## src/rtl/escalonador_demux8.sv

```systemverilog
// Sequencer for the 8-way byte demux: buffers one upstream byte, picks a target
// channel (round-robin over enabled channels or a fixed address) and holds it until accepted.

module escalonador_demux8_chk (
  input logic       clk,
  input logic       rst,
  input logic [7:0] valido_saida,
  input logic       ocupado,
  input logic       pronto_in,
  input logic       erro_mascara
);

  // At most one sink sees valid at a time
  a_valido_onehot: assert property (@(posedge clk) disable iff (rst) $onehot0(valido_saida));

  // Busy and ready are exact complements
  a_ocupado_pronto: assert property (@(posedge clk) disable iff (rst) ocupado != pronto_in);

  // A mask error never coexists with an outstanding delivery
  a_erro_sem_valido: assert property (@(posedge clk) disable iff (rst)
                                      erro_mascara |-> (valido_saida == 8'h00));

endmodule

module escalonador_demux8 #(
  parameter int LARGURA_DADOS = 8,
  parameter int LARGURA_CONT  = 16
) (
  input  logic                     clk,
  input  logic                     rst,
  input  logic [LARGURA_DADOS-1:0] dados_in,
  input  logic                     valido_in,
  output logic                     pronto_in,
  input  logic                     modo_fixo,
  input  logic [2:0]               endereco_fixo,
  input  logic [7:0]               mascara,
  output logic [LARGURA_DADOS-1:0] dados,
  output logic [2:0]               endereco,
  output logic [7:0]               valido_saida,
  input  logic [7:0]               pronto_saida,
  output logic                     ocupado,
  output logic                     erro_mascara,
  output logic [LARGURA_CONT-1:0]  contador_envios
);

  typedef enum logic [1:0] {
    OCIOSO  = 2'd0,
    ESCOLHE = 2'd1,
    ENVIA   = 2'd2
  } estado_t;

  estado_t                  estado_q, estado_d;
  logic [LARGURA_DADOS-1:0] dados_q, dados_d;
  logic [2:0]               endereco_q, endereco_d;
  logic [2:0]               ponteiro_q, ponteiro_d;
  logic [7:0]               valido_saida_q, valido_saida_d;
  logic                     ocupado_q, ocupado_d;
  logic                     pronto_in_q, pronto_in_d;
  logic                     erro_q, erro_d;
  logic [LARGURA_CONT-1:0]  cont_q, cont_d;

  logic                     alvo_ok_s;
  logic [2:0]               alvo_s;

  // First enabled channel after ptr, wrapping; ptr itself has the lowest priority.
  function automatic logic [3:0] busca_rr(input logic [7:0] msk, input logic [2:0] ptr);
    logic [3:0] res;
    logic [2:0] cand;
    res = 4'b0000;
    for (int k = 8; k >= 1; k--) begin
      cand = ptr + 3'(k);
      if (msk[cand]) begin
        res = {1'b1, cand};
      end else begin
        res = res;
      end
    end
    return res;
  endfunction

  function automatic logic [7:0] um_quente(input logic [2:0] idx);
    return 8'h01 << idx;
  endfunction

  // Target selection from the current mode, mask and last served channel
  always_comb begin
    alvo_ok_s = 1'b0;
    alvo_s    = 3'd0;
    if (modo_fixo) begin
      alvo_s    = endereco_fixo;
      alvo_ok_s = mascara[endereco_fixo];
    end else begin
      {alvo_ok_s, alvo_s} = busca_rr(mascara, ponteiro_q);
    end
  end

  // Next-state and next-output logic
  always_comb begin
    estado_d       = estado_q;
    dados_d        = dados_q;
    endereco_d     = endereco_q;
    ponteiro_d     = ponteiro_q;
    valido_saida_d = valido_saida_q;
    cont_d         = cont_q;
    erro_d         = 1'b0;
    case (estado_q)
      OCIOSO: begin
        valido_saida_d = 8'h00;
        if (valido_in) begin
          dados_d  = dados_in;
          estado_d = ESCOLHE;
        end else begin
          estado_d = OCIOSO;
        end
      end
      ESCOLHE: begin
        if (alvo_ok_s) begin
          endereco_d     = alvo_s;
          valido_saida_d = um_quente(alvo_s);
          estado_d       = ENVIA;
        end else begin
          erro_d   = 1'b1;
          estado_d = ESCOLHE;
        end
      end
      ENVIA: begin
        // Only the selected sink's ready completes the delivery
        if (pronto_saida[endereco_q]) begin
          cont_d         = cont_q + {{(LARGURA_CONT-1){1'b0}}, 1'b1};
          ponteiro_d     = endereco_q;
          valido_saida_d = 8'h00;
          estado_d       = OCIOSO;
        end else begin
          estado_d = ENVIA;
        end
      end
      default: begin
        valido_saida_d = 8'h00;
        estado_d       = OCIOSO;
      end
    endcase
    ocupado_d   = (estado_d != OCIOSO);
    pronto_in_d = (estado_d == OCIOSO);
  end

  // State and output registers with synchronous reset
  always_ff @(posedge clk) begin
    if (rst) begin
      estado_q       <= OCIOSO;
      dados_q        <= {LARGURA_DADOS{1'b0}};
      endereco_q     <= 3'd0;
      ponteiro_q     <= 3'd7;
      valido_saida_q <= 8'h00;
      ocupado_q      <= 1'b0;
      pronto_in_q    <= 1'b1;
      erro_q         <= 1'b0;
      cont_q         <= {LARGURA_CONT{1'b0}};
    end else begin
      estado_q       <= estado_d;
      dados_q        <= dados_d;
      endereco_q     <= endereco_d;
      ponteiro_q     <= ponteiro_d;
      valido_saida_q <= valido_saida_d;
      ocupado_q      <= ocupado_d;
      pronto_in_q    <= pronto_in_d;
      erro_q         <= erro_d;
      cont_q         <= cont_d;
    end
  end

  assign pronto_in       = pronto_in_q;
  assign dados           = dados_q;
  assign endereco        = endereco_q;
  assign valido_saida    = valido_saida_q;
  assign ocupado         = ocupado_q;
  assign erro_mascara    = erro_q;
  assign contador_envios = cont_q;

  escalonador_demux8_chk u_chk (
    .clk          (clk),
    .rst          (rst),
    .valido_saida (valido_saida_q),
    .ocupado      (ocupado_q),
    .pronto_in    (pronto_in_q),
    .erro_mascara (erro_q)
  );

endmodule
```

## config.mk

```make
export PLATFORM = sky130hd
export DESIGN_NAME = escalonador_demux8
export DESIGN_NICKNAME = d
export VERILOG_FILES = /design/src/rtl/escalonador_demux8.sv
export SDC_FILE = /design/constraint.sdc
export NUM_CORES = 1
export LEC_CHECK = 0
export ABC_AREA = 1
export BUFFER_PORTS_ARGS = -buffer_cell sky130_fd_sc_hd__clkbuf_2
export CAP_MARGIN = 20
export CORE_ASPECT_RATIO = 0.5
export CORE_MARGIN = 4
export CORE_UTILIZATION = 55
export DETAILED_ROUTE_END_ITERATION = 10
export PLACE_DENSITY_LB_ADDON = 0.08
export SYNTH_ARGS = -nofsm -noshare
export SYNTH_HDL_FRONTEND = slang
export SYNTH_SLANG_ARGS = --single-unit
export TNS_END_PERCENT = 10
```

## constraint.sdc

```tcl
create_clock -name clk -period 7.2 [get_ports clk]
set_input_delay 0.72 -clock clk [delete_from_list [all_inputs] [get_ports clk]]
set_output_delay 0.72 -clock clk [all_outputs]
set_load 0.05 [all_outputs]
```

==> results of run 1 <==
[cell usage after synthesis (2+ instances only)]
cell type	instances
sky130_fd_sc_hd__a32o_1	2
sky130_fd_sc_hd__inv_6	2
sky130_fd_sc_hd__nand2_4	12
sky130_fd_sc_hd__nor2_4	2
sky130_fd_sc_hd__a21oi_1	30
sky130_fd_sc_hd__a21oi_4	2
sky130_fd_sc_hd__o21ai_0	23
sky130_fd_sc_hd__nor3_1	9
sky130_fd_sc_hd__clkbuf_1	3
sky130_fd_sc_hd__inv_1	36
sky130_fd_sc_hd__nand2_1	88
sky130_fd_sc_hd__dfxtp_1	43
sky130_fd_sc_hd__a21oi_2	7
sky130_fd_sc_hd__nand2_2	11
sky130_fd_sc_hd__inv_2	8
sky130_fd_sc_hd__nor3_2	3
sky130_fd_sc_hd__nand3_2	25
sky130_fd_sc_hd__nand3_1	20
sky130_fd_sc_hd__buf_6	2
sky130_fd_sc_hd__nor2_1	37
sky130_fd_sc_hd__o211ai_1	2
sky130_fd_sc_hd__nand4_1	2
sky130_fd_sc_hd__nor2_2	2
sky130_fd_sc_hd__ha_1	3
sky130_fd_sc_hd__nand3_4	2
[how the worst max path moves through the flow]
stage                                     from                           end  depth (start not counted)
global placement    ponteiro_q[0]$_SDFFE_PP1P_  valido_saida[2]$_SDFFE_PP0P_                         15
detailed placement  ponteiro_q[1]$_SDFFE_PP1P_  valido_saida[4]$_SDFFE_PP0P_                         13
floorplan           ponteiro_q[0]$_SDFFE_PP1P_  valido_saida[2]$_SDFFE_PP0P_                         15
global route        ponteiro_q[1]$_SDFFE_PP1P_  valido_saida[2]$_SDFFE_PP0P_                         15
finish              ponteiro_q[1]$_SDFFE_PP1P_  valido_saida[4]$_SDFFE_PP0P_                         14
CTS                 ponteiro_q[1]$_SDFFE_PP1P_  valido_saida[4]$_SDFFE_PP0P_                         13
[power groups by stage]
stage	Clock (mW)	Combinational (mW)	Sequential [mW]
2_1_floorplan	0	0.134	0.289
3_3_place_gp	0	0.198	0.262
3_5_place_dp	0	0.202	0.263
4_1_cts	0.228	0.203	0.257
5_1_grt	0.238	0.222	0.259
6_report	0.223	0.204	0.257
[placed cells by master (no fill, tap or decap), drive strengths merged, types with 13 or more instances in the layout]
cell type and instances:
nand2 111, clkbuf 73, inv 47, nand3 47
dfxtp 43, nor2 41, a21oi 39, o21ai 26
nor3 13
[area by class of cell]
type	count	share of cell area
multi-input cells	295	0.5175
flip-flops and latches	43	0.2567
repair buffers	68	0.1015
well taps	70	0.02612
clock inverters	3	0.02015
clock buffers	5	0.02052
inverters	48	0.05746
[critical path, stage by stage, from the launching register on]
cell                      delay (ps)
sky130_fd_sc_hd__dfxtp_1         680
sky130_fd_sc_hd__inv_4           130
sky130_fd_sc_hd__ha_1            470
sky130_fd_sc_hd__inv_2           130
sky130_fd_sc_hd__nand3_1         160
sky130_fd_sc_hd__nand3_2         110
sky130_fd_sc_hd__nand2_2         110
sky130_fd_sc_hd__nor2_1           70
sky130_fd_sc_hd__nand4_2         120
sky130_fd_sc_hd__nand2_4          80
sky130_fd_sc_hd__nor2_4          140
sky130_fd_sc_hd__inv_6            70
sky130_fd_sc_hd__a21oi_4         150
sky130_fd_sc_hd__nand3_1         100
sky130_fd_sc_hd__a21oi_2         130
[logic make-up after synthesis]
family                   after synthesis
AND/OR/NAND/NOR                      217
AO/OA/AOI/OAI                         73
buffers and inverters                 57
flip-flops                            43
adder cells (fa/ha/maj)                3
XOR/XNOR                               2
[registers in the layout, summed over array words and instances (netlist names)]
signal and count:
contador_envios 16, dados 8, valido_saida 8, endereco 3, ponteiro_q 3, estado_q 2
erro_mascara 1, ocupado 1, pronto_in 1
[layer usage]
metal,up-vias,part of all wire,track usage,routed length (µm)
met3,13,0.052,0.05985,364
met5,-,0,0,0
li1,1428,-,-,-
met1,1275,0.45,0.2845,3182
met4,0,0.015,0.06394,102
met2,72,0.48,0.3853,3376
[per-stage QoR]
step	setup slack, ps	power (mW)
finish	4459	0.6849
global route	4251	0.7201
CTS	4493	0.6886
detailed placement	4511	0.4645
global placement	4651	0.4603
floorplan	4900	0.4225
==> flow_metrics.py, run 1 <==
metrics = {
    "synth": {
        "synth_adder_area_share": 0.01313,
        "yosys_top_cell_area_share": 0.3011,
        "yosys.area_share.simple": 0.4276,
        "post_synthesis_compound_gate_area_fraction": 0.1602,
        "synth_xor_xnor_area_share": 0.006127,
        "synth.mux.area_fraction": 0,
        "synth-async-reset-ratio": 0,
        "ys_warns": 0,
        "seq_area_frac_synth": 0.3011,
        "avgSynthCellArea_um2": 7.238,
        "postSynthNetCount": 429,
        "synth.largest_area_cell": "sky130_fd_sc_hd__dfxtp_1",
        "yosys-top-cells-area": "sky130_fd_sc_hd__dfxtp_1, sky130_fd_sc_hd__nand2_1, sky130_fd_sc_hd__nand3_2",
        "number_of_enable_type_register_cells_in_the_synthesized_netlist": 0,
        "synth-main-ff-cell": "sky130_fd_sc_hd__dfxtp_1",
        "mappedNetlistArea_um2": 2859,
        "synthDistinctLibCells": 44,
        "combinational_family_with_the_most_area_after_synthesis": "simple AND/OR/NAND/NOR gates",
        "postSynthRegisterBits": 43,
        "syn-instance-count": 395,
    },
    "global_routing": {
        "first_global_vias": 2648,
        "grt_util_all_layers": 0.2258,
        "grt_antenna_before_repair": 0,
        "grt-ovfl-total": 0,
        "global_route_wire_length_before_repair_um": 11780,
        "grt_start_max_net_pins": 26,
    },
    "clock_tree": {
        "worst_skew_pair.late_latency_ps": 300,
        "clk_path_buf_depth": 2,
        "cts_hold_buf": 0,
        "post_cts.repair.setup_buffers": 0,
        "number_of_buffers_created_by_cts": 5,
        "clock_tree.root_cell": "sky130_fd_sc_hd__clkbuf_8",
        "cts-htree-levels": 2,
        "cts_repair_resize_count": 0,
        "clk_pin_slew_worst_paths_ps": 80,
        "tritoncts": "done",
        "number_of_sinks_on_the_clock_net": 43,
    },
    "flow_run": {
        "maxCapViolCount": 0,
    },
    "finish": {
        "finalCoreUtilization": 0.6737,
        "fraction_of_layout_instances_using_a_drive_strength_above_1": 0.3420,
        "fillers": 459,
        "flow.area_growth_from_synthesis_pct": 17.29,
        "antenna-diode-count": 0,
        "layout.cells.non_filler": 532,
        "finalNetCount": 495,
        "seq_area_um2": 860.8,
        "finalInstanceArea_um2": 3353,
        "multi_input_comb_area_um2": 1735,
    },
    "hold_path": {
        "min_from": "contador_envios[15]$_SDFFE_PP0P_",
        "holdPathStages": 2,
        "holdCritPathClass": "flop to flop",
        "worstHoldEndpoint": "contador_envios[15]$_SDFFE_PP0P_",
    },
    "setup_path": {
        "r2r.worst_path.cells": 14,
        "worstSetupEndpointType": "flop",
        "crit_type": "flop to flop",
        "worst-endpoint-required_ps": 7420,
        "critical_path.max_fanout": 10,
        "slack_of_the_worst_reg_to_reg_path_ps": 4460,
        "timing.rr.end": "valido_saida[4]$_SDFFE_PP0P_",
        "worst-endpoint-arrival_ps": 2960,
        "worstSetupStartpointType": "flop",
        "rr_startpoint": "ponteiro_q[1]$_SDFFE_PP1P_",
    },
    "route": {
        "via_per_inst": 5.241,
        "wire_per_inst_um": 13.20,
        "drt_first_iter_violations": 143,
        "drt_first_pass_iters": 4,
        "detailroute.via_count": 2788,
        "wirelength_um": 7024,
        "ant_nets": 0,
        "detail_route.drc_violations": 0,
    },
    "pwr": {
        "seq_power_share": 0.376,
        "power_per_cell_area_nw_per_um2": 204.2,
        "static-leakage-power_nw": 1.600,
        "pwr-share-comb": 0.298,
        "internal_power_uw": 447.8,
        "ir_worst_vdd_v": 0.0001584,
        "p_sw_frac": 0.3461,
        "power_dissipated_by_switching_net_loads_uw": 237.0,
        "power.share.clock": 0.326,
    },
    "timing": {
        "fin_crit_sh": 0.3807,
        "relSlewSlack": 0.6089,
        "grt_setup_unrepaired": "no",
        "worst-slew-pin-transition_ps": 586.6,
        "final_report_max_slew_violation_count": 0,
        "final.min_clock_period_ps": 2741,
        "max_freq_mhz": 364.8,
        "timing.setup.tns_ps": 0,
        "finalSetupViolations": 0,
        "timing.clock.skew_ps": 10.08,
        "final-hold-violation-count": 0,
        "hold-worst-slack_ps": 465.2,
    },
    "placed_design": {
        "post-place-cells": 524,
        "cell_area_after_placement_um2": 3217,
        "dp.final_hpwl_um": 5489,
        "portBuffers": 68,
        "gp_congestion": 0.9860,
    },
    "die": {
        "total_die_area_um2": 6485,
        "placeableCoreArea_um2": 4977,
        "die-height_um": 58.98,
        "floorplan.initialDensity": 0.5744,
        "top_level_ports": 69,
        "die_x_um": 110.0,
        "fp-row-count": 18,
    },
    "outcome": {
        "status": "finished, final reports clean",
    },
}
No activity file was read; power rests on OpenSTA's default activity.
==> run 2: changes to the inputs <==
--- a/config.mk
+++ b/config.mk
@@ -5,7 +5,7 @@
 export SDC_FILE = /design/constraint.sdc
 export NUM_CORES = 1
 export LEC_CHECK = 0
-export ABC_AREA = 1
+export ABC_AREA = 0
 export BUFFER_PORTS_ARGS = -buffer_cell sky130_fd_sc_hd__clkbuf_2
 export CAP_MARGIN = 20
 export CORE_ASPECT_RATIO = 0.5
==> constraint.sdc (replaced) <==
create_clock -name clk -period 2.55 [get_ports clk]
set_input_delay 0.255 -clock clk [delete_from_list [all_inputs] [get_ports clk]]
set_output_delay 0.255 -clock clk [all_outputs]
set_load 0.05 [all_outputs]
==> flow_metrics.py, run 2 <==
metrics = {
    "synth": {
        "synth-main-ff-cell": "sky130_fd_sc_hd__dfxtp_1",
        "mappedNetlistArea_um2": 3023,
        "synth_most_common_cell": "sky130_fd_sc_hd__dfxtp_1",
        "synthDistinctLibCells": 59,
        "ys_warns": 0,
        "synth-async-reset-ratio": 0,
        "seq_area_frac_synth": 0.2848,
        "yosys-top-cells-count": "sky130_fd_sc_hd__dfxtp_1, sky130_fd_sc_hd__nand2_1, sky130_fd_sc_hd__nor2_1, sky130_fd_sc_hd__mux4_2, sky130_fd_sc_hd__clkbuf_1",
        "avgSynthCellArea_um2": 9.566,
        "syn-instance-count": 316,
        "synth.largest_area_cell": "sky130_fd_sc_hd__dfxtp_1",
        "yosys-top-cells-area": "sky130_fd_sc_hd__dfxtp_1, sky130_fd_sc_hd__mux4_2, sky130_fd_sc_hd__mux2i_1",
        "postSynthRegisterBits": 43,
        "number_of_enable_type_register_cells_in_the_synthesized_netlist": 0,
        "yosys_top_cell_area_share": 0.2848,
        "postSynthNetCount": 350,
    },
    "setup_path": {
        "r2r.worst_path.cells": 10,
        "rr_startpoint": "ponteiro_q[0]$_SDFFE_PP1P_",
        "timing.rr.end": "valido_saida[6]$_SDFFE_PP0P_",
        "max_stage_delay_ps": 480,
        "path_cells": "inv_2 > ha_4 > buf_12 > mux2_2 > mux4_2 > nand2_2 > nand2_1 > a2111o_1 > nor4b_4 > a32o_1",
        "worst-endpoint-required_ps": 2730,
        "critical_path.slowest_cell": "sky130_fd_sc_hd__mux4_2",
        "worstSetupEndpointType": "flop",
        "slack_of_the_worst_reg_to_reg_path_ps": -220,
        "worst-endpoint-arrival_ps": 2950,
        "worst_setup_path_start": "ponteiro_q[0]$_SDFFE_PP1P_",
        "crit_type": "flop to flop",
        "critical_path.max_fanout": 8,
        "worstSetupStartpointType": "flop",
    },
    "global_routing": {
        "first_global_vias": 2920,
        "grt_antenna_before_repair": 0,
        "grt_util_all_layers": 0.2523,
        "grt_start_max_net_pins": 35,
        "global_route_wire_length_before_repair_um": 13860,
        "grt-ovfl-total": 0,
    },
    "placed_design": {
        "post-place-cells": 475,
        "gp_congestion": 0.9461,
        "cell_area_after_placement_um2": 3724,
        "portBuffers": 68,
        "dp.final_hpwl_um": 6245,
        "place_worst_setup_slack_ps": -271.3,
    },
    "pwr": {
        "ir_worst_vdd_v": 0.0005152,
        "power_dissipated_by_switching_net_loads_uw": 609.7,
        "pwr-share-comb": 0.371,
        "seq_power_share": 0.386,
        "static-leakage-power_nw": 1.746,
        "p_sw_frac": 0.3310,
        "power.share.clock": 0.243,
        "power_per_cell_area_nw_per_um2": 458.0,
        "post-layout-total-power_mw": 1.842,
        "internal_power_mw": 1.233,
    },
    "clock_tree": {
        "clock_tree.root_cell": "sky130_fd_sc_hd__clkbuf_8",
        "tritoncts": "done",
        "cts_hold_buf": 0,
        "number_of_buffers_created_by_cts": 5,
        "clk_path_buf_depth": 2,
        "cts-htree-levels": 2,
        "clk_pin_slew_worst_paths_ps": 80,
        "worst_skew_pair.late_latency_ps": 290,
        "number_of_sinks_on_the_clock_net": 43,
    },
    "route": {
        "drt_first_iter_violations": 258,
        "wirelength_um": 8297,
        "detailroute.via_count": 2909,
        "via_per_inst": 5.913,
        "wire_per_inst_um": 16.86,
        "ant_nets": 0,
        "detail_route.drc_violations": 0,
        "drt_first_pass_iters": 4,
    },
    "hold_path": {
        "worstHoldEndpoint": "dados[4]$_SDFFE_PP0P_",
        "holdPathStages": 3,
        "holdCritPathClass": "input port to flop",
        "min_from": "dados_in[4]",
    },
    "finish": {
        "largest_register_ff_count": 16,
        "finalInstanceArea_um2": 4023,
        "layout_common_cells": "sky130_fd_sc_hd__clkbuf_2, sky130_fd_sc_hd__buf_4, sky130_fd_sc_hd__dfxtp_1",
        "flow.area_growth_from_synthesis_pct": 33.07,
        "layout.cells.non_filler": 492,
        "antenna-diode-count": 0,
        "fraction_of_layout_instances_using_a_drive_strength_above_1": 0.4597,
        "finalNetCount": 455,
        "layout.cells.most_common": "sky130_fd_sc_hd__clkbuf_2",
    },
    "timing": {
        "finalWorstSetupSlack_ps": -215.0,
        "relSlewSlack": 0.4296,
        "final-hold-violation-count": 0,
        "fin_crit_sh": 1.084,
        "grt_setup_unrepaired": "yes",
        "finalSetupViolations": 11,
        "final_report_max_slew_violation_count": 0,
        "final.min_clock_period_ps": 2765,
        "max_freq_mhz": 361.7,
        "timing.clock.skew_ps": 7.681,
        "worst-slew-pin-transition_ps": 843.7,
    },
    "die": {
        "floorplan.initialDensity": 0.5913,
        "fp-row-count": 18,
        "total_die_area_um2": 6818,
        "die-height_um": 60.42,
        "top_level_ports": 69,
        "placeableCoreArea_um2": 5112,
        "die_x_um": 112.8,
    },
    "outcome": {
        "status": "complete, but fails checks",
        "failed_checks": "negative setup slack",
    },
    "flow_run": {
        "maxCapViolCount": 0,
    },
}
==> run 2: changes by cell type after synthesis, sizes merged, moves of 20 or more <==
| cell | delta |
|---|---|
| nand3 | -36 |
| inv | -39 |
| mux4 | +24 |
| a21oi | -21 |
| o21ai | -20 |
| nand2 | -74 |
| mux2i | +20 |
==> run 2: worst max-delay path by stage <==
stage and to:
3_3_place_gp valido_saida[2]$_SDFFE_PP0P_, 6_report valido_saida[6]$_SDFFE_PP0P_, 5_1_grt valido_saida[2]$_SDFFE_PP0P_, 3_5_place_dp valido_saida[5]$_SDFFE_PP0P_, 4_1_cts endereco[1]$_SDFFE_PP0P_, 2_1_floorplan valido_saida[1]$_SDFFE_PP0P_
==> run 2: timing repair <==
item / CTS / global route
resized for setup: 19 / 9
setup endpoints to repair: 14 / 15
pin swaps: 11 / 7
setup buffers: 7 / 2
==> run 2: per-stage QoR <==
| step | util | hold WS, ps | setup TNS (ps) |
|---|---|---|---|
| 6_report | 0.7868 | 174.9 | -1790 |
| 2_1_floorplan | - | 391.0 | -4634 |
| 4_1_cts | 0.7766 | 161.9 | -1613 |
| 5_1_grt | 0.7868 | 172.4 | -3045 |
| 3_5_place_dp | 0.7283 | 449.5 | -2718 |
| 3_3_place_gp | 0.7283 | 442.7 | -1948 |
==> run 2: metal layers <==
layer,global-route usage,up-vias,part of all wire
li1,-,1387,-
met2,0.4545,116,0.50
met1,0.3065,1396,0.41
met5,0,-,0
met4,0.07363,0,0.010
met3,0.06773,10,0.079
==> run 2: power by group through the flow <==
| stage | Combinational, mW | Sequential [mW] | Clock, mW |
|---|---|---|---|
| after floorplan | 0.357 | 0.785 | 0 |
| after global placement | 0.589 | 0.725 | 0 |
| after detailed placement | 0.604 | 0.726 | 0 |
| after CTS | 0.654 | 0.711 | 0.461 |
| after global routing | 0.732 | 0.716 | 0.489 |
| final | 0.684 | 0.711 | 0.447 |
==> run 2: kinds of logic (layout without fill, tap and decap cells) <==
logic type / after synthesis / count (layout) / synth area share
AO/OA/AOI/OAI: 60 / 60 / 0.1573
multiplexers: 50 / 50 / 0.2728
AND/OR/NAND/NOR: 109 / 109 / 0.1722
XOR/XNOR: 17 / 17 / 0.04925
adder cells (fa/ha/maj): 3 / 3 / 0.01242
flip-flops: 43 / 43 / 0.2848
buffers and inverters: 34 / 140 / 0.05132
==> run 2: final cells by class <==
| type | count | area, µm² |
|---|---|---|
| tap | 70 | 87.58 |
| clock inverter | 2 | 16.27 |
| clock buffer | 6 | 82.58 |
| timing repair buffer | 124 | 792.0 |
| inverter | 8 | 30.03 |
| fill | 332 | 1090 |
| multi-input combinational | 239 | 2151 |
| sequential | 43 | 863.3 |
==> run 2: critical path: cells and delay by family, from the launching register on <==
family / cells / cell delay (ps)
AO/OA/AOI/OAI: 2 / 730
adder cells (fa/ha/maj): 1 / 280
buffers and inverters: 2 / 180
flip-flops: 1 / 350
multiplexers: 2 / 810
AND/OR/NAND/NOR: 3 / 320
==> run 3: changes to the inputs <==
--- a/config.mk
+++ b/config.mk
@@ -13,6 +13,7 @@
 export CORE_UTILIZATION = 55
 export DETAILED_ROUTE_END_ITERATION = 10
 export PLACE_DENSITY_LB_ADDON = 0.08
+export RECOVER_POWER = 100
 export SYNTH_ARGS = -nofsm -noshare
 export SYNTH_HDL_FRONTEND = slang
 export SYNTH_SLANG_ARGS = --single-unit
==> flow_metrics.py, run 3 (same netlist as run 2, synthesis figures left out) <==
metrics = {
    "outcome": {
        "status": "complete, but fails checks",
        "failed_checks": "negative setup slack",
    },
    "flow_run": {
        "maxCapViolCount": 0,
    },
    "die": {
        "die-height_um": 60.42,
        "die_x_um": 112.8,
        "fp-row-count": 18,
        "placeableCoreArea_um2": 5112,
        "top_level_ports": 69,
        "floorplan.initialDensity": 0.5913,
        "total_die_area_um2": 6818,
    },
    "timing": {
        "final.min_clock_period_ps": 2776,
        "fin_crit_sh": 1.089,
        "timing.clock.skew_ps": 7.671,
        "worst-slew-pin-transition_ps": 856.7,
        "relSlewSlack": 0.4208,
        "finalSetupViolations": 11,
        "final_report_max_slew_violation_count": 0,
        "finalWorstSetupSlack_ps": -226.4,
        "grt_setup_unrepaired": "yes",
        "final-hold-violation-count": 0,
        "max_freq_mhz": 360.2,
    },
    "clock_tree": {
        "clock_tree.root_cell": "sky130_fd_sc_hd__clkbuf_8",
        "number_of_sinks_on_the_clock_net": 43,
        "clk_path_buf_depth": 2,
        "number_of_buffers_created_by_cts": 5,
        "worst_skew_pair.late_latency_ps": 290,
        "cts-htree-levels": 2,
        "clk_pin_slew_worst_paths_ps": 80,
        "cts_hold_buf": 0,
        "tritoncts": "done",
    },
    "global_routing": {
        "grt-ovfl-total": 0,
        "grt_util_all_layers": 0.2523,
        "grt_antenna_before_repair": 0,
        "global_route_wire_length_before_repair_um": 13860,
        "first_global_vias": 2920,
        "grt_start_max_net_pins": 35,
    },
    "finish": {
        "layout_common_cells": "sky130_fd_sc_hd__buf_4, sky130_fd_sc_hd__dfxtp_1, sky130_fd_sc_hd__clkbuf_1",
        "seq_area_um2": 863.3,
        "largest_register_ff_count": 16,
        "flow.area_growth_from_synthesis_pct": 31.50,
        "fraction_of_layout_instances_using_a_drive_strength_above_1": 0.3697,
        "finalNetCount": 455,
        "finalInstanceArea_um2": 3975,
        "multi_input_comb_area_um2": 2151,
        "finalCoreUtilization": 0.7775,
        "fillers": 358,
        "antenna-diode-count": 0,
        "layout.cells.most_common": "sky130_fd_sc_hd__buf_4",
    },
    "pwr": {
        "static-leakage-power_nw": 1.616,
        "power_per_cell_area_nw_per_um2": 463.0,
        "ir_worst_vdd_v": 0.0005121,
    },
    "setup_path": {
        "worst-endpoint-arrival_ps": 2960,
        "worstSetupEndpointType": "flop",
        "critical_path.max_fanout": 8,
        "worstSetupStartpointType": "flop",
        "rr_startpoint": "ponteiro_q[0]$_SDFFE_PP1P_",
        "crit_type": "flop to flop",
        "slack_of_the_worst_reg_to_reg_path_ps": -230,
        "cp-endpoint": "valido_saida[6]$_SDFFE_PP0P_",
        "worst-endpoint-required_ps": 2740,
        "worst_setup_path_start": "ponteiro_q[0]$_SDFFE_PP1P_",
        "r2r.worst_path.cells": 10,
        "timing.rr.end": "valido_saida[6]$_SDFFE_PP0P_",
    },
    "route": {
        "detailroute.via_count": 2937,
        "wirelength_um": 8280,
        "drt_first_pass_iters": 4,
        "drt_first_iter_violations": 222,
        "via_per_inst": 5.970,
        "detail_route.drc_violations": 0,
        "wire_per_inst_um": 16.83,
        "ant_nets": 0,
    },
    "placed_design": {
        "portBuffers": 68,
        "place_worst_setup_slack_ps": -271.3,
        "gp_congestion": 0.9461,
        "cell_area_after_placement_um2": 3724,
        "dp.final_hpwl_um": 6245,
    },
    "hold_path": {
        "holdCritPathClass": "input port to flop",
    },
}
run 3: cell counts in the layout (fill, tap and decap cells not counted):
Identical to the previous run, type by type.
run 3: report_power, final:
part | internal, mW | leakage, nW | total (mW) | switching (mW)
sequential | 0.694 | 0.348 | 0.711 | 0.0172
combinational | 0.313 | 1.22 | 0.679 | 0.365
clock | 0.221 | 0.0474 | 0.451 | 0.230
run 3: critical path, stage by stage, from the launching register on:
cell,delay [ps]
sky130_fd_sc_hd__dfxtp_2,350
sky130_fd_sc_hd__inv_2,50
sky130_fd_sc_hd__ha_4,280
sky130_fd_sc_hd__buf_12,130
sky130_fd_sc_hd__mux2_2,330
sky130_fd_sc_hd__mux4_2,480
sky130_fd_sc_hd__nand2_2,90
sky130_fd_sc_hd__nand2_1,60
sky130_fd_sc_hd__a2111o_1,440
sky130_fd_sc_hd__nor4b_4,170
sky130_fd_sc_hd__a32o_1,300
run 3: worst min-delay path by stage:
stage,from,end,slack (ps),cells past startpoint
after global placement,dados[1]$_SDFFE_PP0P_,dados[1]$_SDFFE_PP0P_,440,2
after global routing,dados_in[4],dados[4]$_SDFFE_PP0P_,170,3
after detailed placement,dados[1]$_SDFFE_PP0P_,dados[1]$_SDFFE_PP0P_,450,2
after CTS,dados_in[4],dados[4]$_SDFFE_PP0P_,160,3
after floorplan,dados_in[0],dados[0]$_SDFFE_PP0P_,390,2
final,dados_in[4],dados[4]$_SDFFE_PP0P_,170,3
run 3: area by class of cell:
class,instances,area share
clock buffer,6,0.02077
inverter,8,0.007554
timing repair buffer,124,0.1873
tap,70,0.02203
clock inverter,2,0.004092
multi-input combinational,239,0.5411
sequential,43,0.2172
run 3: metal layers:
layer	GRT usage	up-vias	part of all wire
met3	0.06773	15	0.069
met2	0.4545	112	0.50
li1	-	1386	-
met1	0.3065	1424	0.42
met4	0.07363	0	0.013
met5	0	-	0
run 3: stage by stage:
stage	instances	hold WS, ps	TNS (ps)	power, mW
after floorplan	316	391.0	-4634	1.142
after global placement	475	442.7	-1948	1.314
after detailed placement	475	449.5	-2718	1.331
after CTS	490	161.9	-1613	1.827
after global routing	492	172.4	-3045	1.932
final	492	173.3	-1785	1.841
run 3: what timing repair did:
action,CTS,global route
setup endpoints to repair,14,15
gates resized for setup,19,9
pin swaps,11,7
buffers inserted,7,2
